[config.mk]
export PLATFORM = sky130hd
export DESIGN_NAME = pcs_loopback_pattern_tester
export DESIGN_NICKNAME = d
export VERILOG_FILES = /design/src/rtl/pcs_patchk_pkg.sv /design/src/rtl/pcs_pattern_gen.sv /design/src/rtl/pcs_loopback_pattern_tester.sv
export SDC_FILE = /design/constraint.sdc
export NUM_CORES = 1
export LEC_CHECK = 0
export CAP_MARGIN = 20
export CORE_AREA = 3 3 142 110
export CTS_CLUSTER_DIAMETER = 60
export DETAILED_ROUTE_END_ITERATION = 8
export DIE_AREA = 0 0 145 113
export PLACE_DENSITY = 0.64
export SLEW_MARGIN = 5
export SYNTH_ARGS = -nofsm -noshare
export SYNTH_HDL_FRONTEND = slang
export SYNTH_SLANG_ARGS = --single-unit
[constraint.sdc]
create_clock -name rx_clk -period 5 [get_ports rx_clk]
set_input_delay 0.75 -clock rx_clk [delete_from_list [all_inputs] [get_ports rx_clk]]
set_output_delay 0.75 -clock rx_clk [all_outputs]
set_load 0.1 [all_outputs]
[src/rtl/pcs_patchk_pkg.sv]
// Shared definitions for the PCS loopback pattern tester: byte table, checker states
// and the helpers that build and step through the replicated pattern words.
package pcs_patchk_pkg;

    localparam int MAX_DATA_WIDTH = 128;
    localparam int TABLE_SIZE     = 16;

    localparam logic [7:0] PATTERN_BYTES [TABLE_SIZE] = '{
        8'hFF, 8'h00, 8'h55, 8'hAA, 8'hFE, 8'h07, 8'h0F, 8'hF0,
        8'h33, 8'hCC, 8'h3C, 8'hC3, 8'h01, 8'h80, 8'h1E, 8'hE1
    };

    typedef enum logic [1:0] {
        IDLE,
        SEARCH,
        VERIFY,
        LOCKED
    } chk_state_t;

    // Full-width word; callers keep the low DATA_WIDTH bits, which is exact since every byte is equal.
    function automatic logic [MAX_DATA_WIDTH-1:0] pattern_word(input logic [3:0] idx);
        return {(MAX_DATA_WIDTH/8){PATTERN_BYTES[idx]}};
    endfunction

    function automatic logic [3:0] next_index(input logic [3:0] idx, input int num_patterns);
        return (int'(idx) >= num_patterns - 1) ? 4'd0 : idx + 4'd1;
    endfunction

endpackage

[src/rtl/pcs_pattern_gen.sv]
// Cyclic fixed-pattern generator feeding the PCS TX SERDES interface; all outputs registered.
module pcs_pattern_gen
    import pcs_patchk_pkg::*;
#(
    parameter int                   DATA_WIDTH   = 64,
    parameter int                   HDR_WIDTH    = 2,
    parameter logic [HDR_WIDTH-1:0] EXP_HDR      = 2'b10,
    parameter int                   NUM_PATTERNS = 6
) (
    input  logic                  rx_clk,
    input  logic                  rx_rst,
    input  logic                  cfg_enable,
    output logic [DATA_WIDTH-1:0] gen_data,
    output logic [HDR_WIDTH-1:0]  gen_hdr,
    output logic                  gen_valid
);

    logic [DATA_WIDTH-1:0] pattern_tbl [TABLE_SIZE];
    logic [3:0]            gen_idx;

    for (genvar k = 0; k < TABLE_SIZE; k++) begin : g_pattern
        localparam logic [MAX_DATA_WIDTH-1:0] FULL_WORD = pattern_word(4'(k));
        assign pattern_tbl[k] = FULL_WORD[DATA_WIDTH-1:0];
    end

    always_ff @(posedge rx_clk or posedge rx_rst) begin
        if (rx_rst) begin
            gen_idx   <= '0;
            gen_data  <= '0;
            gen_hdr   <= '0;
            gen_valid <= 1'b0;
        end else if (!cfg_enable) begin
            gen_idx   <= '0;
            gen_data  <= '0;
            gen_hdr   <= '0;
            gen_valid <= 1'b0;
        end else begin
            gen_idx   <= next_index(gen_idx, NUM_PATTERNS);
            gen_data  <= pattern_tbl[gen_idx];
            gen_hdr   <= EXP_HDR;
            gen_valid <= 1'b1;
        end
    end

endmodule

[src/rtl/pcs_loopback_pattern_tester.sv]
// PCS line-loopback tester: pattern generator plus a self-aligning checker with lock hysteresis.
// Define PCS_PATCHK_BIT_ERR_COUNT_EN to add the saturating bit_error_count output.
module pcs_loopback_pattern_tester
    import pcs_patchk_pkg::*;
#(
    parameter int                   DATA_WIDTH   = 64,
    parameter int                   HDR_WIDTH    = 2,
    parameter logic [HDR_WIDTH-1:0] EXP_HDR      = 2'b10,
    parameter int                   NUM_PATTERNS = 6,
    parameter int                   LOCK_COUNT   = 4,
    parameter int                   UNLOCK_COUNT = 4,
    parameter int                   CNT_WIDTH    = 16
) (
    input  logic                  rx_clk,
    input  logic                  rx_rst,
    input  logic                  cfg_enable,
    input  logic                  clear_counters,
    output logic [DATA_WIDTH-1:0] gen_data,
    output logic [HDR_WIDTH-1:0]  gen_hdr,
    output logic                  gen_valid,
    input  logic [DATA_WIDTH-1:0] chk_data,
    input  logic [HDR_WIDTH-1:0]  chk_hdr,
    input  logic                  chk_valid,
    output logic                  chk_lock,
    output logic                  chk_error,
    output logic [CNT_WIDTH-1:0]  word_count,
    output logic [CNT_WIDTH-1:0]  error_count
`ifdef PCS_PATCHK_BIT_ERR_COUNT_EN
    ,
    output logic [CNT_WIDTH-1:0]  bit_error_count
`endif
);

    pcs_pattern_gen #(
        .DATA_WIDTH  (DATA_WIDTH),
        .HDR_WIDTH   (HDR_WIDTH),
        .EXP_HDR     (EXP_HDR),
        .NUM_PATTERNS(NUM_PATTERNS)
    ) u_gen (
        .rx_clk    (rx_clk),
        .rx_rst    (rx_rst),
        .cfg_enable(cfg_enable),
        .gen_data  (gen_data),
        .gen_hdr   (gen_hdr),
        .gen_valid (gen_valid)
    );

    chk_state_t            state;
    logic [3:0]            exp_idx;
    logic [3:0]            good_cnt;
    logic [3:0]            bad_cnt;
    logic [DATA_WIDTH-1:0] pattern_tbl [TABLE_SIZE];
    logic [DATA_WIDTH-1:0] expected_word;
    logic                  hdr_ok;
    logic                  beat_good;
    logic                  search_hit;
    logic [3:0]            search_idx;
    logic                  count_beat;

    for (genvar k = 0; k < TABLE_SIZE; k++) begin : g_pattern
        localparam logic [MAX_DATA_WIDTH-1:0] FULL_WORD = pattern_word(4'(k));
        assign pattern_tbl[k] = FULL_WORD[DATA_WIDTH-1:0];
    end

    assign expected_word = pattern_tbl[exp_idx];
    assign hdr_ok        = (chk_hdr == EXP_HDR);
    assign beat_good     = hdr_ok && (chk_data == expected_word);
    assign count_beat    = cfg_enable && chk_valid && (state == LOCKED);

    // Table entries are distinct, so at most one pattern can match a searched beat.
    always_comb begin
        search_hit = 1'b0;
        search_idx = '0;
        for (int k = 0; k < NUM_PATTERNS; k++) begin
            if (chk_data == pattern_tbl[4'(k)]) begin
                search_hit = hdr_ok;
                search_idx = 4'(k);
            end
        end
    end

    always_ff @(posedge rx_clk or posedge rx_rst) begin
        if (rx_rst) begin
            state     <= IDLE;
            exp_idx   <= '0;
            good_cnt  <= '0;
            bad_cnt   <= '0;
            chk_lock  <= 1'b0;
            chk_error <= 1'b0;
        end else begin
            chk_error <= 1'b0;
            if (!cfg_enable) begin
                state    <= IDLE;
                exp_idx  <= '0;
                good_cnt <= '0;
                bad_cnt  <= '0;
                chk_lock <= 1'b0;
            end else begin
                case (state)
                    IDLE: state <= SEARCH;
                    SEARCH: begin
                        if (chk_valid && search_hit) begin
                            exp_idx  <= next_index(search_idx, NUM_PATTERNS);
                            good_cnt <= 4'd1;
                            if (LOCK_COUNT == 1) begin
                                state    <= LOCKED;
                                chk_lock <= 1'b1;
                                bad_cnt  <= '0;
                            end else begin
                                state <= VERIFY;
                            end
                        end
                    end
                    VERIFY: begin
                        if (chk_valid) begin
                            if (beat_good) begin
                                good_cnt <= good_cnt + 4'd1;
                                exp_idx  <= next_index(exp_idx, NUM_PATTERNS);
                                if (good_cnt == 4'(LOCK_COUNT - 1)) begin
                                    state    <= LOCKED;
                                    chk_lock <= 1'b1;
                                    bad_cnt  <= '0;
                                end
                            end else begin
                                state <= SEARCH;
                            end
                        end
                    end
                    LOCKED: begin
                        if (chk_valid) begin
                            exp_idx <= next_index(exp_idx, NUM_PATTERNS);
                            if (beat_good) begin
                                bad_cnt <= '0;
                            end else begin
                                chk_error <= 1'b1;
                                if (bad_cnt == 4'(UNLOCK_COUNT - 1)) begin
                                    state    <= SEARCH;
                                    chk_lock <= 1'b0;
                                    bad_cnt  <= '0;
                                end else begin
                                    bad_cnt <= bad_cnt + 4'd1;
                                end
                            end
                        end
                    end
                    default: state <= IDLE;
                endcase
            end
        end
    end

    // Counters only move on locked beats, so they naturally hold across lock loss and disable.
    always_ff @(posedge rx_clk or posedge rx_rst) begin
        if (rx_rst) begin
            word_count  <= '0;
            error_count <= '0;
        end else if (clear_counters) begin
            word_count  <= '0;
            error_count <= '0;
        end else if (count_beat) begin
            if (word_count != '1) word_count <= word_count + 1'b1;
            if (!beat_good && error_count != '1) error_count <= error_count + 1'b1;
        end
    end

`ifdef PCS_PATCHK_BIT_ERR_COUNT_EN
    localparam logic [CNT_WIDTH+7:0] BIT_SUM_MAX = {8'd0, {CNT_WIDTH{1'b1}}};

    logic [7:0]           beat_bit_errors;
    logic [CNT_WIDTH+7:0] bit_sum;

    assign beat_bit_errors = 8'($countones(chk_data ^ expected_word) + $countones(chk_hdr ^ EXP_HDR));
    assign bit_sum         = {8'd0, bit_error_count} + {{CNT_WIDTH{1'b0}}, beat_bit_errors};

    always_ff @(posedge rx_clk or posedge rx_rst) begin
        if (rx_rst) begin
            bit_error_count <= '0;
        end else if (clear_counters) begin
            bit_error_count <= '0;
        end else if (count_beat) begin
            bit_error_count <= (bit_sum > BIT_SUM_MAX) ? '1 : bit_sum[CNT_WIDTH-1:0];
        end
    end
`else
    // Without the bit-level counter only beat-level statistics are kept.
`endif

endmodule

==> flow_summary.yaml <==
global_route:
  groute.usage.overall_pct: 16.7
  number_of_global_route_vias_before_repair: 4643
  grt_max_degree: 62
  globalRouteOverflowTotal: 0
  grt_antenna_before_repair: 0
  grt_first_pass_wirelength_um: 23000
yosys:
  synthFlopType: "dfrtp_1"
  yosysMostFrequentCell: "nor2_1"
  synth_edf_count: 0
  synthDominantCellAreaShare_pct: 30.8
  yosysUniqueCellTypes: 73
  postSynthRegisterBits: 61
  post_synthesis_cells: 599
  warning_count_from_the_yosys_run: 0
  synth_largest_area_cell: "dfrtp_1"
  synth_fp_nets: 688
  synthArstFlopShare_pct: 100
  synth_area_um2: 4960
  synth-seq-area-share_pct: 30.8
  synth_area_leaders: "dfrtp_1 31%, buf_4 8.8%, nor2_1 4.7%"
  syn_avg_cell_area_um2: 8.28
  synth.cells.most_frequent: "62 x nor2_1, 61 x dfrtp_1, 58 x buf_4"
cts:
  cts.repair.resized: 0
  worst_setup_hold_path_clk_slew_ns: 0.05
  cts.root.buffer_cell: "clkbuf_16"
  cts.sinks: 61
  htree_num_levels: 3
  post_cts_hold_buffer_count: 0
  cts_tree: "built"
  cts_setup_buffers: 0
  cts_inserted_buffers: 9
  clock_latency_ns: 0.32
  cts-root-to-sink-buffers: 2
finish:
  design.final.nets: 797
  area_delta_synth_final_pct: 34.5
  final_layout_size_suffix_gt1_share_pct: 6.45
  antenna-diode-count: 0
  final-seq-area_um2: 1530
  area_of_the_multi_input_gates_um2: 2830
  final.fill_count: 1360
setup_path:
  critPathSlowestCell: "a22oi_1"
  critical_path_peak_fanout: 10
  max_stage_delay_ns: 0.60
  crit_path_end_kind: "register"
  crit_path_cell_trace: "inv_1 -> ha_1 -> a21oi_1 -> a22oi_1 -> mux2_2 -> nor4_2 -> and4_1 -> nor2_1 -> a32oi_1 -> o21ai_0"
  critical_path_class: "reg -> reg"
  required_ns: 5.20
  timing.critical_path.from_type: "register"
  arrival_ns: 4.13
  cp_top_family: "simple AND/OR/NAND/NOR gates"
  worstPathBufferInverterCount: 1
die:
  die_y_um: 113
  std_cell_rows: 38
  fp.dieW_um: 145
  coreArea_um2: 14300
  starting_density_pct: 34.7
  fp.dieArea_um2: 16400
  ioPinCount: 172
sta:
  report.final.setup_viol: 0
  maxClockFrequency_mhz: 254
  worst_pin_slew_ns: 0.996
  hold_viol_final: 0
  setup_tns_final_ns: 0
  worst_setup_skew_after_layout_ns: 0.00569
  grt_setup_unrepaired: "no"
  postLayoutSetupSlackWorst_ns: 1.07
  layout_min_cycle_time_ns: 3.93
  report.final.slew_viol_count: 0
  max-slew-margin-rel_pct: 33.4
  post-route-period-util_pct: 78.6
drt:
  drt-pass1-iter-count: 5
  totalWireLength_um: 13900
  dr.first_iter.drc_count: 313
  postRouteAntennaNets: 0
  wire_per_inst_um: 15.3
  post_drt_via_cell_ratio: 5.35
  via_count: 4887
  drc: 0
place:
  dp_hpwl_um: 10900
  gpl.final_weighted_congestion: 0.965
  io_buffer_count: 170
  post-place-ws_ns: 1.06
pwr:
  power_density_nw_per_um2: 354
  p_leak_nw: 2.50
  worst_ir_drop_vdd_mv: 0.207
outcome:
  status: "complete, no violations"
job:
  number_of_maximum_capacitance_constraint_violations: 0
hold_path:
  hp-class: "reg -> reg"
[metrics by stage]
stage,hold WS (ns),instance area (um2),std cells,utilization (%),total power [W]
6_report,0.481,6670,913,46.6,0.00236
5_1_grt,0.550,6670,913,46.6,0.00245
3_5_place_dp,0.477,6410,897,44.8,0.00182
4_1_cts,0.482,6670,913,46.6,0.00237
3_3_place_gp,0.472,6410,897,44.8,0.00181
2_1_floorplan,0.448,4960,599,-,0.00162
[cells by family after synthesis]
group           share of synthesized area (%)
simple gates                             31.0
fa+ha+maj                                4.54
compound gates                           14.6
other cells                            0.0756
xor+xnor                                 3.53
mux                                      3.28
buf+inv                                  12.3
flops                                    30.8
[where the power goes]
| group | total, W | internal (W) | switching, W |
|---|---|---|---|
| combinational | 0.00126 | 0.000322 | 0.000936 |
| clock | 0.000540 | 0.000331 | 0.000209 |
| sequential | 0.000562 | 0.000519 | 0.0000433 |
[registers in the layout, indices dropped and copies added, names as in the netlist]
signal	count
error_count	16
word_count	16
u_gen.gen_data	8
bad_cnt	4
exp_idx	4
good_cnt	4
u_gen.gen_idx	4
state	2
chk_error	1
chk_lock	1
u_gen.gen_hdr	1
[per-layer routing]
| layer | up-vias | track usage (%) | wire (um) |
|---|---|---|---|
| li1 | 2337 | - | - |
| met1 | 2370 | 21.8 | 6280 |
| met2 | 165 | 27.6 | 6550 |
| met3 | 15 | 4.48 | 956 |
| met4 | 0 | 4.68 | 148 |
| met5 | - | 0 | 0 |
[placed cells by master (no fill, tap or decap), drive strengths merged, types with 17 or more instances in the layout]
cell,instances
dfrtp,61
nor2,64
a21oi,28
o21ai,28
clkdlybuf4s50,170
nand4,33
ha,18
inv,23
nand2,38
nand3,31
nor3,17
[worst reg2reg max path, delay by kind of cell (launching register included)]
kind | cells | cell delay [ns]
buf+inv | 1 | 0.11
flops | 1 | 0.51
fa+ha+maj | 1 | 0.47
simple gates | 3 | 1.25
mux | 1 | 0.42
compound gates | 4 | 1.05
[worst paths after layout]
kind | from | end | slack, ns | cells past startpoint
worst max-delay path | exp_idx[0]$_DFFE_PP0P_ | bad_cnt[2]$_DFFE_PP0P_ | 1.07 | 10
worst min-delay path | good_cnt[3]$_DFFE_PP0P_ | good_cnt[3]$_DFFE_PP0P_ | 0.48 | 1
worst max register to register | exp_idx[0]$_DFFE_PP0P_ | bad_cnt[2]$_DFFE_PP0P_ | 1.07 | 10
worst min register to register | good_cnt[3]$_DFFE_PP0P_ | good_cnt[3]$_DFFE_PP0P_ | 0.48 | 1
max in group asynchronous | rx_rst | error_count[15]$_DFFE_PP0P_ | 3.53 | 3
min in group asynchronous | rx_rst | word_count[6]$_DFFE_PP0P_ | 0.97 | 3
[area by class of cell]
cell class	instances	share of cell area [%]
clock inverters	5	0.412
multi-input cells	440	42.4
clock buffers	11	3.49
flip-flops and latches	61	22.9
repair buffers	173	25.8
inverters	23	1.29
well taps	200	3.75
Note: power is estimated with default switching activity, not from simulation.
